**src/rtl/divide_sequencer_pkg.sv**
```systemverilog
// Shared definitions for the divide sequencer: FSM state encoding and the
// end-to-end latency constant used by anything that has to time a result.
package divide_sequencer_pkg;

  // Two-bit binary encoding of the sequencer states.
  typedef enum logic [1:0] {
    ST_IDLE = 2'd0,
    ST_LOAD = 2'd1,
    ST_WAIT = 2'd2,
    ST_DONE = 2'd3
  } seq_state_t;

  // Default operand width and the matching accept-to-o_valid latency.
  localparam int DEFAULT_N   = 8;
  localparam int DIV_LATENCY = DEFAULT_N + 2;

  // Accept-to-o_valid latency for an arbitrary width: one LOAD cycle, N divider
  // cycles, and one cycle to register the result.
  function automatic int div_latency(input int n);
    return n + 2;
  endfunction

endpackage : divide_sequencer_pkg

```
**src/rtl/divide_sequencer_cond_negate.sv**
```systemverilog
// N-bit two's-complement conditional negation. Used for operand magnitudes on
// the way into the divider and for re-applying signs on the way out.
module cond_negate
  import divide_sequencer_pkg::*;
#(
  parameter int N = DEFAULT_N
) (
  input  logic         i_neg,
  input  logic [N-1:0] i_value,
  output logic [N-1:0] o_value
);

  // Negating the most-negative value wraps back to itself, which is exactly
  // what both the magnitude path (read as unsigned) and the overflow result need.
  assign o_value = i_neg ? (-i_value) : i_value;

endmodule : cond_negate

```
**src/rtl/divide_sequencer.sv**
```systemverilog
// Request/response wrapper around the N-cycle shift-subtract divider. Converts
// signed operands to magnitudes, owns the divider start/finished handshake,
// short-circuits divide-by-zero, and re-applies signs to the results.
module divide_sequencer
  import divide_sequencer_pkg::*;
#(
  parameter int N = DEFAULT_N
) (
  input  logic         i_clock,
  input  logic         i_reset,
  // upstream request
  input  logic         i_valid,
  output logic         o_ready,
  input  logic         i_signed,
  input  logic [N-1:0] i_dividend,
  input  logic [N-1:0] i_divisor,
  // downstream response
  output logic         o_valid,
  input  logic         i_ready,
  output logic [N-1:0] o_quotient,
  output logic [N-1:0] o_remainder,
  output logic         o_undefined,
  output logic         o_overflow,
  // divider side
  output logic         o_div_reset,
  output logic         o_div_start,
  output logic [N-1:0] o_div_dividend,
  output logic [N-1:0] o_div_divisor,
  input  logic         i_div_finished,
  input  logic [N-1:0] i_div_quotient,
  input  logic [N-1:0] i_div_remainder
);

  localparam logic [N-1:0] MOST_NEG = {1'b1, {(N-1){1'b0}}};
  localparam logic [N-1:0] ALL_ONES = {N{1'b1}};

  seq_state_t   r_state;
  seq_state_t   w_next;

  // Latched operand information for the operation in flight.
  logic         r_sa;
  logic         r_sb;
  logic         r_ovf_pending;
  logic [N-1:0] r_mag_a;
  logic [N-1:0] r_mag_b;

  // Registered results presented while in DONE.
  logic [N-1:0] r_quotient;
  logic [N-1:0] r_remainder;
  logic         r_undefined;
  logic         r_overflow;

  logic         w_accept;
  logic         w_div_zero;
  logic         w_sa;
  logic         w_sb;
  logic         w_finish;
  logic [N-1:0] w_mag_a;
  logic [N-1:0] w_mag_b;
  logic [N-1:0] w_quotient;
  logic [N-1:0] w_remainder;

  assign w_accept   = o_ready & i_valid;
  assign w_div_zero = (i_divisor == '0);
  assign w_sa       = i_signed & i_dividend[N-1];
  assign w_sb       = i_signed & i_divisor[N-1];
  assign w_finish   = (r_state == ST_WAIT) & i_div_finished;

  // Operand magnitudes; the most-negative value maps to 2^(N-1) read unsigned.
  cond_negate #(.N(N)) u_neg_dividend (
    .i_neg   (w_sa),
    .i_value (i_dividend),
    .o_value (w_mag_a)
  );

  cond_negate #(.N(N)) u_neg_divisor (
    .i_neg   (w_sb),
    .i_value (i_divisor),
    .o_value (w_mag_b)
  );

  // Quotient is negative when the operand signs differ (truncating division).
  cond_negate #(.N(N)) u_neg_quotient (
    .i_neg   (r_sa ^ r_sb),
    .i_value (i_div_quotient),
    .o_value (w_quotient)
  );

  // Remainder takes the sign of the dividend.
  cond_negate #(.N(N)) u_neg_remainder (
    .i_neg   (r_sa),
    .i_value (i_div_remainder),
    .o_value (w_remainder)
  );

  // State register; any reset abandons the operation in flight.
  always_ff @(posedge i_clock) begin
    // NOTE: state and data registers use non-blocking assignments so every
    // flop samples the pre-edge values, regardless of block ordering.
    if (!i_reset) begin
      r_state <= ST_IDLE;
    end else begin
      r_state <= w_next;
    end
  end

  // Next-state decode.
  always_comb begin
    // NOTE: default first so no path through the case leaves w_next unassigned,
    // which would otherwise infer a latch.
    w_next = r_state;
    case (r_state)
      ST_IDLE: begin
        if (w_accept) begin
          w_next = w_div_zero ? ST_DONE : ST_LOAD;
        end
      end
      ST_LOAD: w_next = ST_WAIT;
      ST_WAIT: begin
        if (i_div_finished) begin
          w_next = ST_DONE;
        end
      end
      ST_DONE: begin
        if (i_ready) begin
          w_next = ST_IDLE;
        end
      end
      default: w_next = ST_IDLE;
    endcase
  end

  // Operand capture on accept; held through LOAD, WAIT and DONE so the divider
  // sees a constant divisor while it re-samples it every clock.
  always_ff @(posedge i_clock) begin
    if (!i_reset) begin
      r_sa          <= 1'b0;
      r_sb          <= 1'b0;
      r_ovf_pending <= 1'b0;
      r_mag_a       <= '0;
      r_mag_b       <= '0;
    end else if (w_accept) begin
      r_sa          <= w_sa;
      r_sb          <= w_sb;
      r_ovf_pending <= i_signed & (i_dividend == MOST_NEG) & (i_divisor == ALL_ONES);
      r_mag_a       <= w_mag_a;
      r_mag_b       <= w_mag_b;
    end
  end

  // Result capture: divide-by-zero fills in directly on accept, otherwise the
  // sign-corrected divider outputs are taken in the finished cycle.
  always_ff @(posedge i_clock) begin
    if (!i_reset) begin
      r_quotient  <= '0;
      r_remainder <= '0;
      r_undefined <= 1'b0;
      r_overflow  <= 1'b0;
    end else if (w_accept && w_div_zero) begin
      r_quotient  <= ALL_ONES;
      r_remainder <= i_dividend;
      r_undefined <= 1'b1;
      r_overflow  <= 1'b0;
    end else if (w_finish) begin
      r_quotient  <= w_quotient;
      r_remainder <= w_remainder;
      r_undefined <= 1'b0;
      r_overflow  <= r_ovf_pending;
    end
  end

  assign o_ready        = (r_state == ST_IDLE) & i_reset;
  assign o_valid        = (r_state == ST_DONE);
  assign o_quotient     = r_quotient;
  assign o_remainder    = r_remainder;
  assign o_undefined    = r_undefined;
  assign o_overflow     = r_overflow;

  assign o_div_reset    = ~i_reset;
  assign o_div_start    = (r_state == ST_LOAD);
  assign o_div_dividend = r_mag_a;
  assign o_div_divisor  = r_mag_b;

endmodule : divide_sequencer

```
**config.mk**
```make
export PLATFORM = sky130hd
export DESIGN_NAME = divide_sequencer
export DESIGN_NICKNAME = d
export VERILOG_FILES = /design/src/rtl/divide_sequencer_pkg.sv /design/src/rtl/divide_sequencer_cond_negate.sv /design/src/rtl/divide_sequencer.sv
export SDC_FILE = /design/constraint.sdc
export NUM_CORES = 1
export LEC_CHECK = 0
export CAP_MARGIN = 40
export CORE_MARGIN = 4
export CORE_UTILIZATION = 35
export CTS_CLUSTER_DIAMETER = 50
export DETAILED_ROUTE_END_ITERATION = 8
export PLACE_DENSITY = 0.73
export SLEW_MARGIN = 10
export SYNTH_ARGS = -nofsm -noshare
export SYNTH_HDL_FRONTEND = slang
export SYNTH_SLANG_ARGS = --single-unit
```
**constraint.sdc**
```tcl
create_clock -name i_clock -period 2 [get_ports i_clock]
set_input_delay 0.4 -clock i_clock [delete_from_list [all_inputs] [get_ports i_clock]]
set_output_delay 0.4 -clock i_clock [all_outputs]
set_load 0.02 [all_outputs]
```
## After elaboration in Yosys (flattened, before gate mapping)

Index checks and enable logic that the tools add are counted.
W data, S select, Z words.

- Register bits after elaboration: 39
- Input port bits: 38
- Output and inout port bits: 38
- Word-level logic and storage cells: 52

- Add/subtract/negate cells: 4
- Equality and inequality tests: 8
- Mux-type cells: 15
- Bitwise operators: 9
- Reductions and logical operators: 6

Operator list:

| cell | count |
|---|---|
| $mux W8 | 8 |
| $neg A8 Y8 | 4 |
| $eq A8 B8 Y1 const B | 2 |
| $logic_not A8 Y1 | 1 |
| $mux W2 | 4 |
| $pmux W2 S4 | 1 |
| $and A1 B1 Y1 | 7 |
| $eq A2 B2 Y1 const B | 2 |
| $ne A2 B2 Y1 const B | 2 |
| $reduce_and A3 Y1 | 1 |
| $eq A2 B1 Y1 const B | 1 |
| $logic_not A2 Y1 | 1 |
| $mux W1 | 2 |
| $ne A2 B1 Y1 const B | 1 |
| $reduce_bool A2 Y1 | 1 |
| $reduce_or A2 Y1 | 1 |
| $logic_and A1 B1 Y1 | 1 |
| $not A1 Y1 | 1 |
| $xor A1 B1 Y1 | 1 |

## Logic depth before layout (Yosys ltp)

Gate-level depths: netlist of run 1.

- Depth after elaboration: 5
- Mapped depth: 8
- Mapped depth without buffers: 6

## Hierarchy

Synthesis of run 1 repeated with hierarchy kept, for this count alone.

- Cells, all modules: 277
- Area total of the unflattened synthesis: 2,422.3 um^2

Modules (own cells, without submodules):

| module | times used | cells each | area an instance (um^2) | seq. area each (um^2) |
|---|---|---|---|---|
| divide_sequencer | 1 | 193 | 1,736.7 | 780.7 |
| cond_negate | 4 | 21 | 171.4 | 0.0 |

## Least setup slack after synthesis of run 1

Ideal clock, no wire load.

- Path type: flip-flop to flip-flop
- Start point: reg r_state[0]
- End point: reg r_quotient[3], in the netlist o_quotient[3]
- Setup time: 0.124 ns
- Arrival time: 1.553 ns
- Required time: 1.876 ns
- Slack: 0.323 ns
- Cell stages (with the launch flop): 9
- Buffers on the path: 2
- Period minus slack after synthesis: 1.677 ns
- Path through: dfxtp_1 -> inv_1 -> ha_1 -> and3_1 -> clkbuf_1 -> and3_1 -> buf_4 -> o31ai_1 -> a21oi_1

- Longest elaborated chain between the ends: 5
- Elaborated cells between the ends (all ways): 8
- Those cells by class: eq/ne (1); mux (1); bitwise (3); reduce/logical (3)

RTL lines:

| element | RTL line | RTL |
|---|---|---|
| from (decl) | divide_sequencer.sv:37 | `seq_state_t r_state;` |
| from (signal assigned) | divide_sequencer.sv:103 | `r_state <= w_next;` |
| $logic_not A2 Y1 | divide_sequencer.sv:172 | `assign o_ready = (r_state == ST_IDLE) & i_reset;` |
| $and A1 B1 Y1 | divide_sequencer.sv:172 |  |
| $and A1 B1 Y1 | divide_sequencer.sv:63 | `assign w_accept = o_ready & i_valid;` |
| $logic_and A1 B1 Y1 | divide_sequencer.sv:159 | `end else if (w_accept && w_div_zero) begin` |
| $mux W8 / $reduce_bool A2 Y1 (equally long branches) | -- |  |
| to (signal assigned) | divide_sequencer.sv:165 | `r_quotient <= w_quotient;` |
| to (decl) | divide_sequencer.sv:48 | `logic [N-1:0] r_quotient;` |

Several ways; a longest one is shown, not always the timed one.
A chain may end at the register's enable or synchronous reset.

## Final worst setup path of run 1

- Start point: reg r_state[1]
- End point: out o_ready

- Longest elaborated chain between the ends: 2

RTL lines:

| element | RTL line | RTL |
|---|---|---|
| $logic_not A2 Y1 | divide_sequencer.sv:172 |  |
| $and A1 B1 Y1 | divide_sequencer.sv:172 |  |
| to (decl) | divide_sequencer.sv:13 | `output logic o_ready,` |

No other way between the ends.

==> flow_summary.ini, run 1 <==
[logic_synthesis]
ys_top_cells_by_count = 39 x dfxtp_1, 22 x nand2_1, 21 x nand3_1, 19 x a21oi_1, 19 x o21ai_0
yosys_register_bits = 39
synth-edff-count = 0
syn_avg_cell_area_sq_um = 8.11
syn_nets = 319
synthCells = 271
ys_top_cells_by_area = dfxtp_1 36%, xnor2_1 7.2%, ha_1 5.7%
synthFlopType = dfxtp_1
synth_top_area_share_pct = 35.5
synthDistinctLibCells = 43
synth_most_common_cell = dfxtp_1
async_flop_share_pct = 0
synth_top_area_cell = dfxtp_1
yosysSeqAreaShare_pct = 35.5
yosysWarnings = 0
synthesis.area_sq_um = 2200

[cells_and_area]
multi_input_area_sq_um = 1290
nNetsFinal = 430
diodes = 0
area_delta_synth_final_pct = 55.6
drive_above_1_share_pct = 15.9
seq_area_sq_um = 782
nFillCells = 536
stdcell_area_sq_um = 3420

[routing]
wl_met2_um = 3020
drc = 0
wl_per_cell_um = 14.4
vias_per_cell = 5.18
drt_first_pass_iters = 4
routed-wl-met3_um = 493
wl_um = 6600
vias = 2374
top_layer_used = met4
ant_nets = 0
wl_met1_um = 2940
drt-initial-drc-count = 80

[sta]
final_max_slew_viol_count = 0
fin_crit_ps = 1880
clock.fmax_mhz = 531
rsz0062_at_grt = false
setup_violations = 0
max_slew_margin_pct = 56.1
hold_viol_final = 0
min_period_over_period_pct = 94.2
worst_slew_pin_slew_ps = 654
finClkSkew_ps = 6.80

[floorplan]
die-area_sq_um = 7610
die_h_um = 87.2
core_sq_um = 5990
chipWidth_um = 87.2
num_rows = 28
initial_utilization_pct = 36.7
io_pins = 76

[clocking]
clk_latency_ps = 290
clkTransAtPathRegs_ps = 80
cts_tree = yes
cts_made_buffers = 5
cts-root-buf = clkbuf_8
clk_path_buf_depth = 2
cts_num_sinks = 39
postCtsSetupBuffers = 0
h-tree-depth = 2

[worst_hold_path]
hold_path_class = flip-flop to flip-flop

[critical_path]
worstPathRequired_ps = 1600
cp.arrival_ps = 1480
worstSetupPathType = flip-flop to output port
max_stage_delay_ps = 390
crit_chain = inv_1 -> ha_1 -> and2_1 -> dlygate4sd2_1
start_kind = flip-flop
endpoint_kind = output port
crit_path_max_fanout = 5
critPathSlowestCell = dfxtp_1

[grt]
grt_use_total_pct = 17.7
overflow = 0
grt_max_degree = 36
grt_pass1_vias = 2299
grt_pass1_wl_um = 10600
grt_antenna_before_repair = 0

[placement]
portBuffers = 75
gp_congestion = 0.870
dpl_cell_area_sq_um = 3310
dp_hpwl_um = 5260

[power]
power_per_cell_area_nw_per_um2 = 779
p_leak_nw = 1.35
power_mw = 2.66
ir_drop_mv = 0.417

[run_status]
status = complete, no violations

[job]
cap_violations = 0
report_power, final:
| part | switching, mW | internal, mW | total, mW | leakage (nW) |
|---|---|---|---|---|
| Combinational | 0.572 | 0.520 | 1.09 | 0.978 |
| Sequential | 0.0790 | 0.903 | 0.982 | 0.318 |
| Clock | 0.277 | 0.314 | 0.591 | 0.0505 |
through the flow:
step / hold slack [ps] / setup WS, ps / util, % / setup TNS (ps) / cells
finish: 468 / 116 / 57.1 / 0 / 458
global route: 482 / 22.8 / 57.1 / 0 / 458
CTS: 472 / 23.9 / 57.0 / 0 / 458
detailed placement: 456 / -122 / 55.3 / -1180 / 450
global placement: 447 / -53.6 / 55.3 / -627 / 450
floorplan: 432 / 323 / - / 0 / 271
per-layer routing:
| layer | global-route usage (%) | vias to the layer above |
|---|---|---|
| li1 | - | 1197 |
| met1 | 23.3 | 1093 |
| met2 | 28.0 | 70 |
| met3 | 4.26 | 14 |
| met4 | 6.56 | 0 |
| met5 | 0 | - |
area by class of cell:
cell class	count	share of cell area, %
clock buffers	7	2.82
clock inverters	1	0.220
inverters	16	1.76
multi-input cells	200	37.7
flip-flops and latches	39	22.9
well taps	75	2.75
repair buffers	120	31.9
flip-flops by register name, summed over array words and instances, names as in the netlist:
signal	count
r_state	2
r_sb	1
o_div_divisor	8
o_div_dividend	8
o_quotient	8
o_remainder	8
r_sa	1
o_undefined	1
o_overflow	1
r_ovf_pending	1
worst max-delay path: cells and delay by family, from the launching register on:
kind                     cells  cell delay (ps)
buffers and inverters        2              400
AND/OR/NAND/NOR              1              170
flip-flops                   1              390
adder cells (fa/ha/maj)      1              230
worst paths after layout:
check	from	to	slack, ps	cells after the start
setup / recovery	r_state[1]	o_ready	120	4
hold / removal	o_div_divisor[7]	o_div_divisor[7]	470	2
setup reg to reg	r_state[1]	o_quotient[7]	270	7
hold reg to reg	o_div_divisor[7]	o_div_divisor[7]	470	2
cells by family (layout without fill, tap and decap cells):
group / after synthesis / after routing / synth area share [%]
AND/OR/NAND/NOR: 97 / 97 / 22.7
adder cells (fa/ha/maj): 10 / 10 / 5.69
multiplexers: 3 / 3 / 1.37
XOR/XNOR: 20 / 20 / 7.97
AO/OA/AOI/OAI: 70 / 70 / 20.9
buffers and inverters: 32 / 144 / 5.81
flip-flops: 39 / 39 / 35.5
layout by cell type (no fill, tap or decap), drive strengths merged, types with 2 or more instances in the layout:
| master | n |
|---|---|
| a21oi | 19 |
| a311oi | 2 |
| a31oi | 6 |
| and2 | 2 |
| and3 | 2 |
| buf | 45 |
| clkbuf | 7 |
| clkdlybuf4s50 | 73 |
| dfxtp | 39 |
| ha | 10 |
| inv | 16 |
| mux2i | 3 |
| nand2 | 22 |
| nand3 | 22 |
| nand4 | 6 |
| nor2 | 19 |
| nor2b | 2 |
| nor3 | 12 |
| nor4 | 2 |
| o211ai | 5 |
| o21ai | 19 |
| o221ai | 3 |
| o31ai | 6 |
| o32ai | 2 |
| or4 | 4 |
| xnor2 | 18 |
| xor2 | 2 |
repair_timing:
| action | CTS | global route |
|---|---|---|
| hold buffers | 0 | 0 |
| gates resized for setup | 1 | 2 |
| endpoints found under the setup margin | 1 | 2 |
No activity file was read; power rests on OpenSTA's default activity.
==> inputs of run 2 (changes only) <==
clock period = 2.22 ns   (was 2 ns; I/O delays follow)
==> flow_summary.ini, run 2 (synthesis results as in run 1) <==
[run_status]
status = complete, no violations

[grt]
grt_antenna_before_repair = 0
grt_max_degree = 36
overflow = 0
grt_pass1_wl_um = 10500
grt_use_total_pct = 17.5
grt_pass1_vias = 2245

[clocking]
cts_num_sinks = 39
clk_latency_ps = 290
cts_made_buffers = 5
clkTransAtPathRegs_ps = 80
h-tree-depth = 2
hold_buffers = 0
postCtsSetupBuffers = 0
cts-root-buf = clkbuf_8
cts_tree = yes
clk_path_buf_depth = 2

[job]
cap_violations = 0

[cells_and_area]
nFillCells = 564
multi_input_area_sq_um = 1290
mostFrequentLayoutCells = 74 x clkdlybuf4s50_1, 39 x dfxtp_1, 25 x buf_4, 22 x nand2_1, 21 x nand3_1
final_common_cell = clkdlybuf4s50_1
fin_util_pct = 54.7
area_delta_synth_final_pct = 49.1
seq_area_sq_um = 781
diodes = 0
stdcell_area_sq_um = 3280
nNetsFinal = 410
drive_above_1_share_pct = 11.0

[critical_path]
start_kind = primary input
worstPathRequired_ps = 1780
cp.arrival_ps = 1610
crit_path_frequent_cell = clkdlybuf4s50_1
critical_path_buf_inv_count = 3
max_stage_delay_ps = 600
crit_path_max_fanout = 4
critPathSlowestCell = clkdlybuf4s50_1
critical_path.top_delay_family = buffers and inverters
crit_chain = clkdlybuf4s50_1 -> inv_1 -> clkdlybuf4s50_1
worstSetupPathType = primary input to output port
ff2ff_setup_slack_ps = 400
endpoint_kind = output port

[routing]
vias = 2275
drc = 0
vias_per_cell = 5.19
ant_nets = 0
drt-initial-drc-count = 92
drt_first_pass_iters = 4
wl_um = 6470
wl_per_cell_um = 14.8

[sta]
final_max_slew_viol_count = 0
fin_crit_ps = 2050
rsz0062_at_grt = false
setup_violations = 0
max_slew_margin_pct = 54.8
finClkSkew_ps = 5.99
clock.fmax_mhz = 487
hold_viol_final = 0
min_period_over_period_pct = 92.4
worst_slew_pin_slew_ps = 673

[power]
power_per_cell_area_nw_per_um2 = 743
p_leak_nw = 1.26
ir_drop_mv = 0.309

[floorplan]
die-area_sq_um = 7610
core_sq_um = 5990
num_rows = 28
chipWidth_um = 87.2
initial_utilization_pct = 36.7
io_pins = 76
die_h_um = 87.2

[placement]
gp_congestion = 0.870
portBuffers = 75
dp_hpwl_um = 5080
dpl_cell_area_sq_um = 3160

[worst_hold_path]
hold_path_class = flip-flop to flip-flop
## run 2: cell count changes in the layout (fill, tap and decap cells not counted), sizes merged
cell           change
clkbuf             -2
clkinv             +2
clkinvlp           -1
bufinv             +1
clkdlybuf4s50      +1
dlygate4sd2        -1
buf               -20
## run 2: routing by layer
layer  GRT usage, %  part of all wire [%]  routed length [um]
met4           6.14                   1.3                  82
met1           22.7                    44                2880
met3           4.92                   8.2                 532
met5              0                     0                   0
met2           27.8                    46                2980
## run 2: where the power goes
part / total, mW / internal, mW / switching, mW
Combinational: 0.960 / 0.450 / 0.510
Sequential: 0.882 / 0.811 / 0.0708
Clock: 0.593 / 0.335 / 0.258
Total: 2.43 / 1.60 / 0.839
## run 2: worst reg2reg max path: stages, from the launching register on
cell and delay [ps]:
dfxtp_1 390, inv_1 100, ha_1 250, and3_1 270, and3_1 210, buf_4 170
o31ai_1 250, a21oi_1 70
## run 2: path summary, 6_finish.rpt
path	startpoint	to	cells past startpoint
max	i_reset	o_div_reset	3
min	r_ovf_pending	r_ovf_pending	2
max reg2reg	r_state[0]	o_quotient[6]	7
min reg2reg	r_ovf_pending	r_ovf_pending	2
## run 2: cell type report
class	count	area share (%)
tap	75	2.86
clock buffer	5	2.10
sequential	39	23.8
timing repair buffer	100	28.7
multi-input combinational	200	39.3
inverter	16	1.83
clock inverter	3	1.34
## run 2: stage by stage
stage	setup slack, ps	hold slack (ps)	power [mW]	cells	TNS (ps)
2_1_floorplan	543	432	1.42	271	0
3_3_place_gp	49.3	447	1.84	430	0
6_report	168	469	2.43	438	0
5_1_grt	118	486	2.58	438	0
4_1_cts	37.0	466	2.46	438	0
3_5_place_dp	-16.1	451	1.86	430	-16.1
## run 2: what timing repair did
item / in CTS / in global routing
hold endpoints to repair: 0 / 0
endpoints found under the setup margin: 0 / 1
resized for setup: 0 / 1
